$ cat config.mk
export PLATFORM = sky130hd
export DESIGN_NAME = pr_line_fetcher
export DESIGN_NICKNAME = d
export VERILOG_FILES = /design/src/rtl/pr_line_fetcher_pkg.sv /design/src/rtl/pr_line_fetcher_window.sv /design/src/rtl/pr_line_fetcher.sv
export SDC_FILE = /design/constraint.sdc
export NUM_CORES = 2
export LEC_CHECK = 0
export ABC_AREA = 0
export CORE_AREA = 4 4 464 466
export CTS_BUF_LIST = sky130_fd_sc_hd__clkbuf_4
export DETAILED_ROUTE_END_ITERATION = 8
export DIE_AREA = 0 0 468 470
export HOLD_SLACK_MARGIN = 0.03
export PLACE_DENSITY = 0.37
export SYNTH_ARGS = -nofsm -noshare
export SYNTH_HDL_FRONTEND = slang
export SYNTH_SLANG_ARGS = --single-unit
$ cat constraint.sdc
create_clock -name clk -period 3.5 [get_ports clk]
set_clock_uncertainty 0.05 [all_clocks]
set_input_delay 0.7 -clock clk [delete_from_list [all_inputs] [get_ports clk]]
set_output_delay 0.7 -clock clk [all_outputs]
set_load 0.03 [all_outputs]
$ cat src/rtl/pr_line_fetcher_pkg.sv
// Shared types and default geometry for the PageRank line fetch path.
package pr_pkg;

  localparam int unsigned PR_FULL_WIDTH   = 512;
  localparam int unsigned PR_WIDTH        = 64;
  localparam int unsigned ELEMS_PER_LINE  = PR_FULL_WIDTH / PR_WIDTH;
  localparam int unsigned LOG2_ELEMS      = $clog2(ELEMS_PER_LINE);
  localparam int unsigned LINE_BYTES      = PR_FULL_WIDTH / 8;
  localparam int unsigned LOG2_LINE_BYTES = $clog2(LINE_BYTES);

  typedef enum logic [2:0] {
    S_IDLE,
    S_ISSUE,
    S_WAIT,
    S_PRESENT,
    S_FINISH
  } pr_fetch_state_t;

endpackage

$ cat src/rtl/pr_line_fetcher_window.sv
// Per-line element window: which slots of line `cur` fall inside [idx_start, idx_end).
module pr_line_window #(
  parameter int unsigned IDX_WIDTH = 32,
  parameter int unsigned LOG2_E    = pr_pkg::LOG2_ELEMS
) (
  input  logic [IDX_WIDTH-1:0] cur,
  input  logic [IDX_WIDTH-1:0] idx_start,
  input  logic [IDX_WIDTH-1:0] idx_end,
  output logic [7:0]           base,
  output logic [7:0]           bounds,
  output logic                 last
);

  localparam logic [IDX_WIDTH-1:0] SLOT_MASK = IDX_WIDTH'((1 << LOG2_E) - 1);
  localparam logic [7:0]           FULL_LINE = 8'(1 << LOG2_E);

  logic [IDX_WIDTH-1:0] end_m1;
  logic [IDX_WIDTH-1:0] first_line;
  logic [IDX_WIDTH-1:0] last_line;
  logic [IDX_WIDTH-1:0] start_slot;
  logic [IDX_WIDTH-1:0] end_slot;

  always_comb begin
    end_m1     = idx_end - IDX_WIDTH'(1);
    first_line = idx_start >> LOG2_E;
    last_line  = end_m1 >> LOG2_E;
    start_slot = idx_start & SLOT_MASK;
    end_slot   = end_m1 & SLOT_MASK;
    last       = (cur == last_line);
    base       = (cur == first_line) ? 8'(start_slot) : '0;
    bounds     = last ? (8'(end_slot) + 8'd1) : FULL_LINE;
  end

endmodule

$ cat src/rtl/pr_line_fetcher.sv
// Walks an element range line by line, one outstanding read, presenting each line with its slot window.
module pr_line_fetcher
  import pr_pkg::*;
#(
  parameter int unsigned FULL_WIDTH = PR_FULL_WIDTH,
  parameter int unsigned WIDTH      = PR_WIDTH,
  parameter int unsigned ADDR_WIDTH = 32,
  parameter int unsigned IDX_WIDTH  = 32
) (
  input  logic                  clk,
  input  logic                  rst,
  input  logic                  req_valid,
  output logic                  req_ready,
  input  logic [ADDR_WIDTH-1:0] req_base_addr,
  input  logic [IDX_WIDTH-1:0]  req_start,
  input  logic [IDX_WIDTH-1:0]  req_end,
  output logic                  mem_rd_valid,
  input  logic                  mem_rd_ready,
  output logic [ADDR_WIDTH-1:0] mem_rd_addr,
  input  logic                  mem_resp_valid,
  input  logic [FULL_WIDTH-1:0] mem_resp_data,
  output logic                  line_valid,
  input  logic                  buf_ready,
  output logic [FULL_WIDTH-1:0] line_data,
  output logic [7:0]            line_base,
  output logic [7:0]            line_bounds,
  output logic                  line_last,
  output logic                  done
);

  localparam int unsigned L2E  = $clog2(FULL_WIDTH / WIDTH);
  localparam int unsigned L2LB = $clog2(FULL_WIDTH / 8);

  pr_fetch_state_t state_q, state_d;

  logic [ADDR_WIDTH-1:0] base_addr_q;
  logic [IDX_WIDTH-1:0]  start_q;
  logic [IDX_WIDTH-1:0]  end_q;
  logic [IDX_WIDTH-1:0]  cur_q;
  logic [FULL_WIDTH-1:0] data_q;
  logic [7:0]            base_q;
  logic [7:0]            bounds_q;
  logic                  last_q;

  logic [7:0]            win_base;
  logic [7:0]            win_bounds;
  logic                  win_last;

  pr_line_window #(
    .IDX_WIDTH (IDX_WIDTH),
    .LOG2_E    (L2E)
  ) u_window (
    .cur       (cur_q),
    .idx_start (start_q),
    .idx_end   (end_q),
    .base      (win_base),
    .bounds    (win_bounds),
    .last      (win_last)
  );

  always_ff @(posedge clk) begin
    if (rst) state_q <= S_IDLE;
    else     state_q <= state_d;
  end

  always_comb begin
    state_d      = state_q;
    req_ready    = 1'b0;
    mem_rd_valid = 1'b0;
    line_valid   = 1'b0;
    done         = 1'b0;
    case (state_q)
      S_IDLE: begin
        req_ready = !rst;
        if (req_valid) state_d = (req_start >= req_end) ? S_FINISH : S_ISSUE;
      end
      S_ISSUE: begin
        mem_rd_valid = 1'b1;
        if (mem_rd_ready) state_d = S_WAIT;
      end
      S_WAIT: begin
        if (mem_resp_valid) state_d = S_PRESENT;
      end
      S_PRESENT: begin
        line_valid = 1'b1;
        if (buf_ready) state_d = last_q ? S_FINISH : S_ISSUE;
      end
      S_FINISH: begin
        done    = 1'b1;
        state_d = S_IDLE;
      end
      default: state_d = S_IDLE;
    endcase
  end

  // Window is registered at capture so line_* stay frozen while the buffer stalls.
  always_ff @(posedge clk) begin
    if (rst) begin
      base_addr_q <= '0;
      start_q     <= '0;
      end_q       <= '0;
      cur_q       <= '0;
      data_q      <= '0;
      base_q      <= '0;
      bounds_q    <= '0;
      last_q      <= 1'b0;
    end else begin
      case (state_q)
        S_IDLE: begin
          if (req_valid) begin
            base_addr_q <= req_base_addr;
            start_q     <= req_start;
            end_q       <= req_end;
            cur_q       <= req_start >> L2E;
          end
        end
        S_WAIT: begin
          if (mem_resp_valid) begin
            data_q   <= mem_resp_data;
            base_q   <= win_base;
            bounds_q <= win_bounds;
            last_q   <= win_last;
          end
        end
        S_PRESENT: begin
          if (buf_ready) begin
            last_q <= 1'b0;
            if (!last_q) cur_q <= cur_q + IDX_WIDTH'(1);
          end
        end
        default: ;
      endcase
    end
  end

  always_comb begin
    mem_rd_addr = base_addr_q + (ADDR_WIDTH'(cur_q) << L2LB);
    line_data   = data_q;
    line_base   = base_q;
    line_bounds = bounds_q;
    line_last   = last_q;
  end

endmodule
* Word-level counts from Yosys, hierarchy flattened
Index checks and enable logic that the tools add are counted.
Storage, ports and cells: bits in registers 660, input port bits 614
Operators by class: add/subtract/negate cells 4, equal/unequal tests 11, multiplexer cells 20, $lt $le $gt $ge 1, reduce and logical (&&, ||, !) cells 9
Operators with widths (count):
- $mux W32 | 3
- $eq A32 B29 Y1 | 2
- $pmux W32 S2 | 1
- $add A32 B1 Y32 const B | 1
- $add A32 B32 Y32 | 1
- $ge A32 B32 Y1 | 1
- $sub A32 B1 Y32 const B | 1
- $mux W3 | 7
- $pmux W3 S4 | 1
- $ne A2 B2 Y1 const B | 5
- $reduce_and A4 Y1 | 2
- $eq A3 B2 Y1 const B | 2
- $mux W1 | 6
- $add A3 B1 Y4 const B | 1
- $mux W4 | 1
- $reduce_and A2 Y1 | 2
- $reduce_bool A2 Y1 | 2
- $eq A3 B1 Y1 const B | 1
- $eq A3 B3 Y1 const B | 1
- $logic_not A3 Y1 | 1
- $reduce_and A3 Y1 | 1
- $pmux W1 S2 | 1
- $logic_not A1 Y1 | 1

* Depth between registers and ports, before layout
depth after elaboration 4, depth in mapped cells 11, gate-level depth less buffers 11

* By module
Synthesis repeated with hierarchy kept, for this count alone.
Unflattened totals: cells, all modules 3501, area total of the unflattened synthesis 26923.3 µm²
Modules (own cells, without submodules):
- pr_line_fetcher | area each 25369.3 µm², cells an instance 3286, instances 1, sequential area each 13212.7 µm²
- pr_line_window | area each 1554.0 µm², cells an instance 215, instances 1, sequential area each 0.0 µm²

* Worst setup path after synthesis
OpenSTA, ideal clock, no wires.
kind register -> output, start reg cur_q[0], end out mem_rd_addr[24], path slack 0.102 ns, path buffers 0, cell stages (with the launch flop) 12, data required time 2.750 ns, arrival 2.648 ns, cell sequence dfxtp_1 ha_1 inv_1 fa_1 nor2b_1 o31a_1 o221ai_1 a31oi_1 nor3_1 o21bai_1 a21oi_1 xnor2_1
Between the ends: word-level cells in the longest chain between the ends 1
Ends and longest elaborated chain:
- start: declaration | line pr_line_fetcher.sv:39 | logic [IDX_WIDTH-1:0] cur_q;
- start signal: assignment | line pr_line_fetcher.sv:114 | cur_q <= req_start >> L2E;
- start signal: assignment | line pr_line_fetcher.sv:128 | if (!last_q) cur_q <= cur_q + IDX_WIDTH'(1);
- $add A32 B32 Y32 | line pr_line_fetcher.sv:137 | mem_rd_addr = base_addr_q + (ADDR_WIDTH'(cur_q) << L2LB);
- end: declaration | line pr_line_fetcher.sv:19 | output logic [ADDR_WIDTH-1:0] mem_rd_addr,
Every way passes these cells.

* Final worst setup path
start reg cur_q[0], end out mem_rd_addr[30]
The elaborated chain is that of the path after synthesis.

==> impl_metrics.ini <==
[sta]
tightest_slew_ps = 1167
slew_violations = 0
fin_crit_sh = 1.239
fmax_ghz = 0.2306
finalHoldViolCount = 0
max-slew-margin-rel = 0.2219
rsz0062_at_grt = true
worst_slack_ps = -836.9
min_period_ps = 4337
setup_violations = 21

[die]
die_x_microns = 468
core_sq_um = 211200
die_y_microns = 470
start_util = 0.1264
pin_count = 1179
row_count = 169
die-area_sq_um = 220000

[placed_design]
io_buffers = 1169
dp_hpwl_microns = 155400
place.gp.congestion = 0.8961
place_inst = 7305
place_ws_ps = 62.05
post_dp_cell_area_sq_um = 42070

[detailed_routing]
vias = 31870
drc = 0
drt_pass1_iterations = 5
routed_via_density = 3.846
drtIter0Drc = 1506
routed_wl_microns = 196100
antenna_left = 0
wl_per_cell_microns = 23.66

[setup_path]
crit_chain = ha_4, inv_2, fa_2, nor2b_2, o31a_1, o221ai_2, a31oi_1, buf_4, nand4_1, nand2_2, o41ai_2, xnor2_1, buf_4, buf_12
cpPeakStageDelay_ps = 340
worstSetupPathType = register to output pin
arrival_ps = 3590
endpoint_kind = output pin
required_ps = 2750
crit_path_start_kind = register
path_max_fanout = 5
crit_path_top_delay_cell = dfxtp_2
crit_top_cell = buf_4

[logic_synthesis]
seq_area_frac_synth = 0.4883
netlist_top_cells_area = dfxtp_1 49%, nand2_1 18%, a21oi_1 13%
synth_top_area_frac = 0.4883
ys_warn_count = 0
syn_avg_cell_area_sq_um = 7.697
synth_flop_cell = dfxtp_1
yosysTopAreaCell = dfxtp_1
netlist_area_sq_um = 26690
synth_commonest_cells = 1268 x nand2_1, 670 x a21oi_1, 651 x dfxtp_1
synth_edf_count = 0
async_flop_share = 0
synth.most_common_cell = nand2_1
synth.distinct_cells = 79
synthesis.instances = 3468
ys_seq_elements = 651

[power_and_ir_drop]
total_leakage_power_nw = 18.46
power_density_nw_per_um2 = 500.6
ir_drop_mv = 0.2577

[outcome]
outcome = finished, violations left
failed_checks = negative setup slack

[flow_run]
max_cap_violations = 0

[clock_network]
cts_root_buf = clkbuf_4
cts-buffers-inserted = 215
cts_tree = built
clk_latency_ps = 1170
clkSinkCount = 651
cts.path.max_buffers = 3
htreeDepth = 4
path_clk_slew_ps = 60

[layout]
fin_cells = 8286
synthToLayoutAreaGrowth_pct = 91.27
final_cell_area_sq_um = 51050
nFillCells = 23380
final_nets = 5961
drive_gt1_frac = 0.1076

[grt]
grt_max_degree = 202
grt.total_usage = 0.1717
grt_pass1_vias = 32870
grt_first_pass_wirelength_microns = 265300
overflow = 0
antenna_found_initial = 88

[hold_path]
hp-class = primary input to register
==> cell usage in the layout, fill, tap and decap left out, types with 35 or more instances in the layout <==
cell type / Yosys / routed
buf_4: 16 / 107
o21ai_0: 49 / 42
inv_1: 55 / 54
clkbuf_4: 0 / 293
nor2_1: 54 / 51
nand2_1: 1268 / 1262
clkdlybuf4s50_1: 0 / 1112
ha_1: 59 / 46
dfxtp_1: 651 / 636
clkinv_1: 0 / 50
dlygate4sd3_1: 0 / 572
xor2_1: 42 / 41
a21oi_1: 670 / 659
buf_12: 0 / 35
xnor2_1: 48 / 40
==> through the flow <==
step / total power, W / utilization / TNS [ps] / hold slack (ps)
final: 0.02556 / 0.2417 / -10180 / 242.8
after global routing: 0.02723 / 0.2415 / -17670 / 54.22
after CTS: 0.02627 / 0.2405 / -15650 / 34.04
after detailed placement: 0.01708 / 0.1992 / 0 / 395.5
after global placement: 0.01707 / 0.1992 / -4.766 / 390.7
after floorplan: 0.01288 / - / 0 / 386.0
==> cells by family (layout without fill, tap and decap cells) <==
logic type | after synthesis | count (layout) | synth area share
AOI/OAI and AO/OA | 827 | 827 | 0.1671
xor gates and xnor gates | 90 | 90 | 0.02953
adders and majority gates | 60 | 60 | 0.02841
buffers and inverters | 325 | 2285 | 0.05063
DFF | 651 | 651 | 0.4883
muxes | 9 | 9 | 0.003422
other | 1 | 38 | 0.0001405
and+or+nand+nor | 1505 | 1505 | 0.2326
==> per-layer routing <==
layer	GRT usage	routed length (microns)	vias to the layer above
li1	-	-	15270
met3	0.06404	16810	358
met4	0.04869	5549	46
met5	0	260	-
met1	0.1847	73940	14950
met2	0.3116	99510	1245
==> worst paths after layout <==
check,start,end,slack (ps),cells after the start
setup / recovery,cur_q[0],mem_rd_addr[30],-840,14
hold / removal,mem_resp_data[0],line_data[0],240,3
hold reg to reg,line_data[287],line_data[287],400,2
setup reg to reg,end_q[0],line_bounds[0],320,8
==> registers in the layout, indices dropped and copies added, names as in the netlist <==
register     cells
end_q           32
state_q          3
cur_q           32
base_addr_q     32
line_base        3
line_bounds      4
start_q         32
line_last        1
line_data      512
==> worst max-delay path: cells and delay by family (launching register included) <==
family                   cells  cell delay (ps)
AND/OR/NAND/NOR              3              230
flip-flops                   1              340
XOR/XNOR                     1              170
AO/OA/AOI/OAI                4              880
adder cells (fa/ha/maj)      2              360
buffers and inverters        4              500
==> area by class of cell <==
class / count / area (sq um) / area share
multi-input combinational: 2500 / 12830 / 0.2513
inverter: 55 / 206.4 / 0.004044
clock inverter: 73 / 391.6 / 0.007671
antenna: 29 / 72.57 / 0.001421
clock buffer: 293 / 2200 / 0.04309
sequential: 651 / 13060 / 0.2558
timing repair buffer: 1864 / 18770 / 0.3676
tap: 2821 / 3530 / 0.06914
==> power by group <==
| group | internal (W) | switching [W] | total, W |
|---|---|---|---|
| Sequential | 0.00815 | 0.000547 | 0.00869 |
| Combinational | 0.00375 | 0.00516 | 0.00891 |
| Clock | 0.00390 | 0.00406 | 0.00795 |
| Total | 0.0158 | 0.00977 | 0.0256 |
==> timing repair <==
action | in CTS | in global routing
buffers inserted | 10 | 8
hold buffers | 572 | 0
setup endpoints to repair | 53 | 26
resized for setup | 159 | 34
hold endpoints to repair | 580 | 0
pin swaps | 40 | 23
Note: power is estimated with default switching activity, not from simulation.
